**config.mk**
```make
export PLATFORM = sky130hd
export DESIGN_NAME = tff_mod_counter
export DESIGN_NICKNAME = d
export VERILOG_FILES = /design/src/rtl/counter_pkg.sv /design/src/rtl/tff_cell.sv /design/src/rtl/tff_mod_counter.sv
export SDC_FILE = /design/constraint.sdc
export NUM_CORES = 1
export LEC_CHECK = 0
export CORE_AREA = 4 4 41 43
export CTS_BUF_LIST = sky130_fd_sc_hd__clkbuf_4
export CTS_CLUSTER_SIZE = 12
export DETAILED_ROUTE_END_ITERATION = 6
export DIE_AREA = 0 0 45 47
export HOLD_SLACK_MARGIN = 0.05
export MAX_ROUTING_LAYER = met4
export SLEW_MARGIN = 25
export SYNTH_ARGS = -nofsm -noshare
export SYNTH_HDL_FRONTEND = slang
export SYNTH_HIERARCHICAL = 1
export SYNTH_SLANG_ARGS = --single-unit
```
**constraint.sdc**
```tcl
create_clock -name clk -period 1.45 [get_ports clk]
set_input_delay 0.29 -clock clk [delete_from_list [all_inputs] [get_ports clk]]
set_output_delay 0.29 -clock clk [all_outputs]
set_load 0.05 [all_outputs]
```
**src/rtl/counter_pkg.sv**
```systemverilog
// Shared constants for the counter family: count direction and end-of-range mode.
// Divider and debouncer blocks reuse these constants.
package counter_pkg;

    // Direction encodings for the 'up' input
    localparam logic DIR_UP    = 1'b1;
    localparam logic DIR_DOWN  = 1'b0;

    // End-of-range behaviour encodings for the SATURATE parameter
    localparam logic MODE_WRAP = 1'b0;
    localparam logic MODE_SAT  = 1'b1;

    // Clamp a (WIDTH+1)-bit candidate value to an inclusive maximum
    function automatic logic [31:0] clamp_max(input logic [31:0] value, input logic [31:0] max_value);
        if (value > max_value) begin
            clamp_max = max_value;
        end else begin
            clamp_max = value;
        end
    endfunction

endpackage

```
**src/rtl/tff_cell.sv**
```systemverilog
// Single T flip-flop: toggles on t=1, clears asynchronously while RSTN is low.
module tff_cell (
    input  logic clk,
    input  logic RSTN,
    input  logic t,
    output logic q
);

    // Toggle storage with asynchronous active-low clear
    always_ff @(posedge clk or negedge RSTN) begin
        if (!RSTN) begin
            q <= 1'b0;
        end else if (t) begin
            q <= ~q;
        end else begin
            q <= q;
        end
    end

endmodule

```
**src/rtl/tff_mod_counter.sv**
```systemverilog
// Up/down modulo counter built from a bank of T flip-flop cells.
// Next-state logic picks the target value; each cell toggles where the target
// differs from the current count. Supports clear, load with clamp, enable,
// wrap or saturate at the range ends, a combinational terminal-count flag and
// a registered wrap pulse.
module tff_mod_counter
    import counter_pkg::*;
#(
    parameter int WIDTH    = 3,
    parameter int MODULUS  = 2 ** WIDTH,
    parameter bit SATURATE = 1'b0
) (
    input  logic             clk,
    input  logic             RSTN,
    input  logic             en,
    input  logic             up,
    input  logic             clr,
    input  logic             load,
    input  logic [WIDTH-1:0] load_val,
    output logic [WIDTH-1:0] count,
    output logic             tc,
    output logic             wrap
);

    // Reject moduli the counter cannot represent
    if ((MODULUS < 2) || (MODULUS > (2 ** WIDTH))) begin : g_bad_modulus
        $fatal(1, "tff_mod_counter: MODULUS out of range 2..2**WIDTH");
    end

    // One extra bit so +1 at the top of the range cannot overflow into count
    localparam logic [WIDTH:0] MOD_MAX  = (WIDTH + 1)'(MODULUS - 1);
    localparam logic [WIDTH:0] ZERO_EXT = {(WIDTH + 1){1'b0}};
    localparam logic [WIDTH:0] ONE_EXT  = {{WIDTH{1'b0}}, 1'b1};
    localparam logic           SAT_MODE = SATURATE;

    logic [WIDTH:0]   count_ext_s;
    logic [WIDTH:0]   load_ext_s;
    logic [WIDTH:0]   terminal_s;
    logic [WIDTH:0]   next_ext_s;
    logic             wrap_next_s;
    logic [WIDTH-1:0] next_s;
    logic [WIDTH-1:0] t_s;
    logic [WIDTH-1:0] q_s;

    assign count_ext_s = {1'b0, count};
    assign load_ext_s  = {1'b0, load_val};
    assign terminal_s  = (up == DIR_UP) ? MOD_MAX : ZERO_EXT;

    // Target value and wrap flag for the next edge: clr > load > en > hold
    always_comb begin
        next_ext_s  = count_ext_s;
        wrap_next_s = 1'b0;
        if (clr) begin
            next_ext_s  = ZERO_EXT;
            wrap_next_s = 1'b0;
        end else if (load) begin
            next_ext_s  = (WIDTH + 1)'(clamp_max(32'(load_ext_s), 32'(MOD_MAX)));
            wrap_next_s = 1'b0;
        end else if (en) begin
            if (up == DIR_UP) begin
                if (count_ext_s == MOD_MAX) begin
                    if (SAT_MODE == MODE_SAT) begin
                        next_ext_s  = count_ext_s;
                        wrap_next_s = 1'b0;
                    end else begin
                        next_ext_s  = ZERO_EXT;
                        wrap_next_s = 1'b1;
                    end
                end else begin
                    next_ext_s  = count_ext_s + ONE_EXT;
                    wrap_next_s = 1'b0;
                end
            end else begin
                if (count_ext_s == ZERO_EXT) begin
                    if (SAT_MODE == MODE_SAT) begin
                        next_ext_s  = count_ext_s;
                        wrap_next_s = 1'b0;
                    end else begin
                        next_ext_s  = MOD_MAX;
                        wrap_next_s = 1'b1;
                    end
                end else begin
                    next_ext_s  = count_ext_s - ONE_EXT;
                    wrap_next_s = 1'b0;
                end
            end
        end else begin
            next_ext_s  = count_ext_s;
            wrap_next_s = 1'b0;
        end
    end

    // Top bit of next_ext_s is always zero: every target lies in 0..MODULUS-1
    assign next_s = next_ext_s[WIDTH-1:0];
    assign t_s    = next_s ^ count;

    // Bank of toggle cells holding the count
    for (genvar i = 0; i < WIDTH; i++) begin : g_cell
        tff_cell u_cell (
            .clk  (clk),
            .RSTN (RSTN),
            .t    (t_s[i]),
            .q    (q_s[i])
        );
    end

    assign count = q_s;

    // Terminal count depends on the present direction, no clock latency
    assign tc = en & (count_ext_s == terminal_s);

    // One-cycle wrap pulse registered after a wrap-around step
    always_ff @(posedge clk or negedge RSTN) begin
        if (!RSTN) begin
            wrap <= 1'b0;
        end else begin
            wrap <= wrap_next_s;
        end
    end

endmodule

```
Word level (Yosys, flattened, before mapping):

Index checks and enable logic that the tools add are counted.

* bits in registers: 4
* latch bits: 0
* RAM bits: 0
* memory bits (read-only): 0
* input bits: 9
* memories: 0

* add/subtract/negate cells: 2
* $mul: 0
* divide/modulo/power cells: 0
* magnitude comparators: 1
* equality and inequality tests: 2
* shift-type cells: 0
* muxes and demuxes: 14
* bitwise logic cells: 5
* reduce and logical (&&, ||, !) cells: 1

Operator list (number)
* 2-to-1 mux 3 bit: 8
* 2-to-1 mux 1 bit: 6
* zero test 4 bit: 1
* adder 3 x 1 -> 3 bit (second input constant): 1
* equality test 3 bit: 1
* equality test 3 bit (second input constant): 1
* > comparator 3 bit (second input constant): 1
* NOT 1 bit: 3
* subtractor 3 x 1 -> 3 bit (second input constant): 1
* XOR 3 bit: 1
* bitwise AND 1 bit: 1

Logic depth before layout (Yosys ltp):

* depth in word-level cells: 7
* mapped depth: 6
* gate-level depth less buffers: 6

Modules after synthesis:

Netlist, hierarchy kept.

By module, submodules not included
* tff_mod_counter: instances 1, cells each 37, area an instance 314.1 sq um, seq. area each 25.0 sq um
* tff_cell: instances 3, cells each 2, area an instance 33.8 sq um, seq. area each 25.0 sq um

Least setup slack after synthesis:

No wires, ideal clock.

* kind: register -> output
* start: register g_cell[2].u_cell.q
* end: output port tc
* arrival: 1996 ps
* required time: 1160 ps
* setup slack: -836 ps
* cell stages (with the launch flop): 4
* buffers on the path: 1
* cell sequence: dfrtp_1 > buf_6 > or4_1 > a21oi_1

* word-level cells in the longest chain between the ends: 2

RTL lines
* from (decl): RTL line tff_cell.sv:6 `output logic q`
* from (signal assigned): RTL line tff_cell.sv:14 `q <= ~q;`
* from (signal assigned): RTL line tff_cell.sv:16 `q <= q;`
* equality test 3 bit: RTL line tff_mod_counter.sv:110 `assign tc = en & (count_ext_s == terminal_s);`
* bitwise AND 1 bit: RTL line tff_mod_counter.sv:110
* to (decl): RTL line tff_mod_counter.sv:21 `output logic tc,`

No other way between the ends.

Final worst setup path:

* start: register g_cell[1].u_cell.q
* end: output port tc

* word-level cells in the longest chain between the ends: 2

RTL lines (RTL line)
* from (decl): tff_cell.sv:6
* from (signal assigned): tff_cell.sv:14
* from (signal assigned): tff_cell.sv:16
* equality test 3 bit: tff_mod_counter.sv:110
* bitwise AND 1 bit: tff_mod_counter.sv:110

No other way between the ends.

==> key figures <==
Outcome
  – Status: complete, but fails checks
  – Failing checks: negative setup slack

Power
  – PD cells: 1980 nW/um^2
  – Pleak: 0.334 nW
  – Worst vdd ir: 0.000981 V
  – Pwr Total: 1.56 mW

Place
  – Hpwl dp: 916 microns
  – Port buffer count: 13
  – RePlAce Congestion: 0.795
  – Dpl cell area: 732 sq um

Yosys
  – Cell taking the most area after synthesis: dfrtp_1
  – Synthesis warning total: 6
  – Synth Cell Area: 415 sq um
  – Post-synthesis sequential area ratio: 0.241
  – #FFs+latches synth: 4
  – Yosys top cell area share: 0.241
  – Top cells by area, synth: dfrtp_1, ha_1, xor2_1
  – Ys flop type: dfrtp_1
  – Avg Inst Size Synth: 9.66 sq um
  – Synth top cells by count: dfrtp_1, ha_1, inv_1, xor2_1
  – Ys async rst share: 1.00
  – Cells after synthesis: 43
  – Post-synth EDFFs: 0
  – Synth cell types: 27
  – Syn_nets: 56

Detailed routing
  – DRC errors left: 0
  – Antenna-violating nets left: 0
  – Initial DRC count: 0
  – Wirelength per Cell: 13.2 microns
  – Pre-antenna DRT Iters: 1
  – Vias per cell: 4.93
  – Total number of vias: 429
  – Post-Route WL: 1.15 mm
  – Met3 WL: 53 microns
  – Top routing layer in use: met4
  – Metal2 WL: 563 microns
  – DRT met1 WL: 512 microns

Clocking
  – Clock tree sinks: 4
  – CTS root buf: clkbuf_4
  – Clock tree from TritonCTS: done
  – Clock Tree Buf Depth: 2
  – # H-tree levels: 1
  – CTS buffer count: 3
  – Clock transition at path regs: 0.04 ns
  – Worst skew pair latency: 0.24 ns
  – Hold Buf Count CTS: 0

Setup path
  – Cells along the critical path: or4_4, a21oi_4, buf_12
  – Critical path data required time: 1.16 ns
  – Critical path's largest stage delay: 0.55 ns
  – CP bufs+invs: 1
  – Critical Path AT: 1.50 ns
  – Largest delay share family, worst path: simple AND/OR/NAND/NOR gates
  – Crit path max fanout: 2
  – Crit path kind: reg -> out
  – Startpoint class of the critical path: register
  – Cell at the slowest stage of the critical path: or4_4
  – CP Capture Type: output port

STA
  – Final period utilization: 1.23
  – # setup viols final: 5
  – Worst slew pin tran: 0.322 ns
  – Max_slew headroom: 0.783
  – Fmax: 560 MHz
  – Pins Over Slew Limit: 0
  – Fin worst setup slack: -0.336 ns
  – Clk_skew: 0.00547 ns
  – RSZ-0062 raised after global routing: true
  – Final Hold Vio Count: 0
  – Tmin final: 1.79 ns

Floorplan
  – Total core area: 1300 sq um
  – Die H: 47 microns
  – Initial Utilization: 0.319
  – Die area: 2120 sq um
  – Rows: 13
  – # IOs: 14
  – DIE WIDTH: 45 microns

Layout
  – Inserted Diodes: 0
  – Area grow syn2layout: 89.8%
  – Post-route cell area: 788 sq um
  – Final net count: 86
  – Layout cell share with drive strength beyond 1: 0.514

Job
  – MaxCap Viol Count: 0

GRT
  – First-pass GRT wire length: 1.87 mm
  – Total grt overflow: 0
  – Vias in the first global route: 431
  – Largest net degree at the start of global routing: 8
  – Total track usage: 0.131
  – Antenna violations before repair: 0

Worst hold path
  – HP Class: in -> async
==> flip-flops by register name (all words and copies together), names as in the netlist <==
name             count
g_cell.u_cell/q      3
wrap                 1
==> layout by cell type, fill, tap and decap left out, types with 2 or more instances in the layout <==
cell,netlist,layout
buf_12,0,5
clkdlybuf4s50_1,0,7
dfrtp_2,0,3
ha_1,4,2
nor2b_1,2,2
clkbuf_4,0,4
inv_1,4,2
xor2_1,4,4
buf_4,0,12
nand2_1,2,2
==> final cells by class <==
class	instances	area [sq um]
fill	131	513
multi-input combinational	34	338
timing repair buffer	26	280
sequential	4	104
clock buffer	4	30.0
tap	15	18.8
inverter	4	17.5
==> report_power, final <==
part           switching (mW)  internal [mW]
logic                   0.566          0.595
registers              0.0528          0.170
clock network          0.0519          0.122
==> final timing paths <==
kind | startpoint | endpoint | slack, ns | depth (start not counted)
max reg2reg | g_cell[1].u_cell/q$_DFFE_PN0P_ | g_cell[2].u_cell/q$_DFFE_PN0P_ | -0.20 | 7
max | g_cell[1].u_cell/q$_DFFE_PN0P_ | tc | -0.34 | 3
min reg2reg | g_cell[2].u_cell/q$_DFFE_PN0P_ | g_cell[2].u_cell/q$_DFFE_PN0P_ | 0.67 | 2
max in group asynchronous | RSTN | g_cell[1].u_cell/q$_DFFE_PN0P_ | 0.97 | 1
min | RSTN | g_cell[2].u_cell/q$_DFFE_PN0P_ | 0.27 | 1
min in group clk | up | wrap$_DFF_PN0_ | 0.67 | 4
==> through the flow <==
step / std cells / hold WS [ns] / setup slack [ns] / utilization / setup TNS [ns]
3_5_place_dp: 81 / 0.523 / -0.359 / 0.563 / -1.44
5_1_grt: 87 / 0.283 / -0.385 / 0.606 / -1.21
4_1_cts: 87 / 0.263 / -0.349 / 0.601 / -0.986
6_report: 87 / 0.269 / -0.336 / 0.606 / -0.950
2_1_floorplan: 43 / -0.00559 / -0.295 / - / -1.01
3_3_place_gp: 81 / 0.514 / -0.341 / 0.563 / -1.33
==> cells by family (layout without fill, tap and decap cells) <==
| group | count (synthesis) | count (layout) | synth area share |
|---|---|---|---|
| AOI/OAI and AO/OA | 11 | 11 | 0.241 |
| and+or+nand+nor | 14 | 14 | 0.229 |
| DFF | 4 | 4 | 0.241 |
| buffers and inverters | 5 | 34 | 0.0632 |
| adders and majority gates | 4 | 4 | 0.120 |
| xor gates and xnor gates | 5 | 5 | 0.105 |
==> what timing repair did <==
| action | in CTS | in global routing |
|---|---|---|
| pin swaps | 4 | 3 |
| endpoints found under the setup margin | 5 | 5 |
| gates resized for setup | 3 | 1 |
| setup buffers | 2 | 0 |
==> per-layer routing <==
layer | global-route usage | vias to the layer above
li1 | - | 220
met1 | 0.150 | 195
met2 | 0.215 | 12
met3 | 0.0153 | 2
met4 | 0.0877 | 0
met5 | - | -
Note: power is estimated with default switching activity, not from simulation.
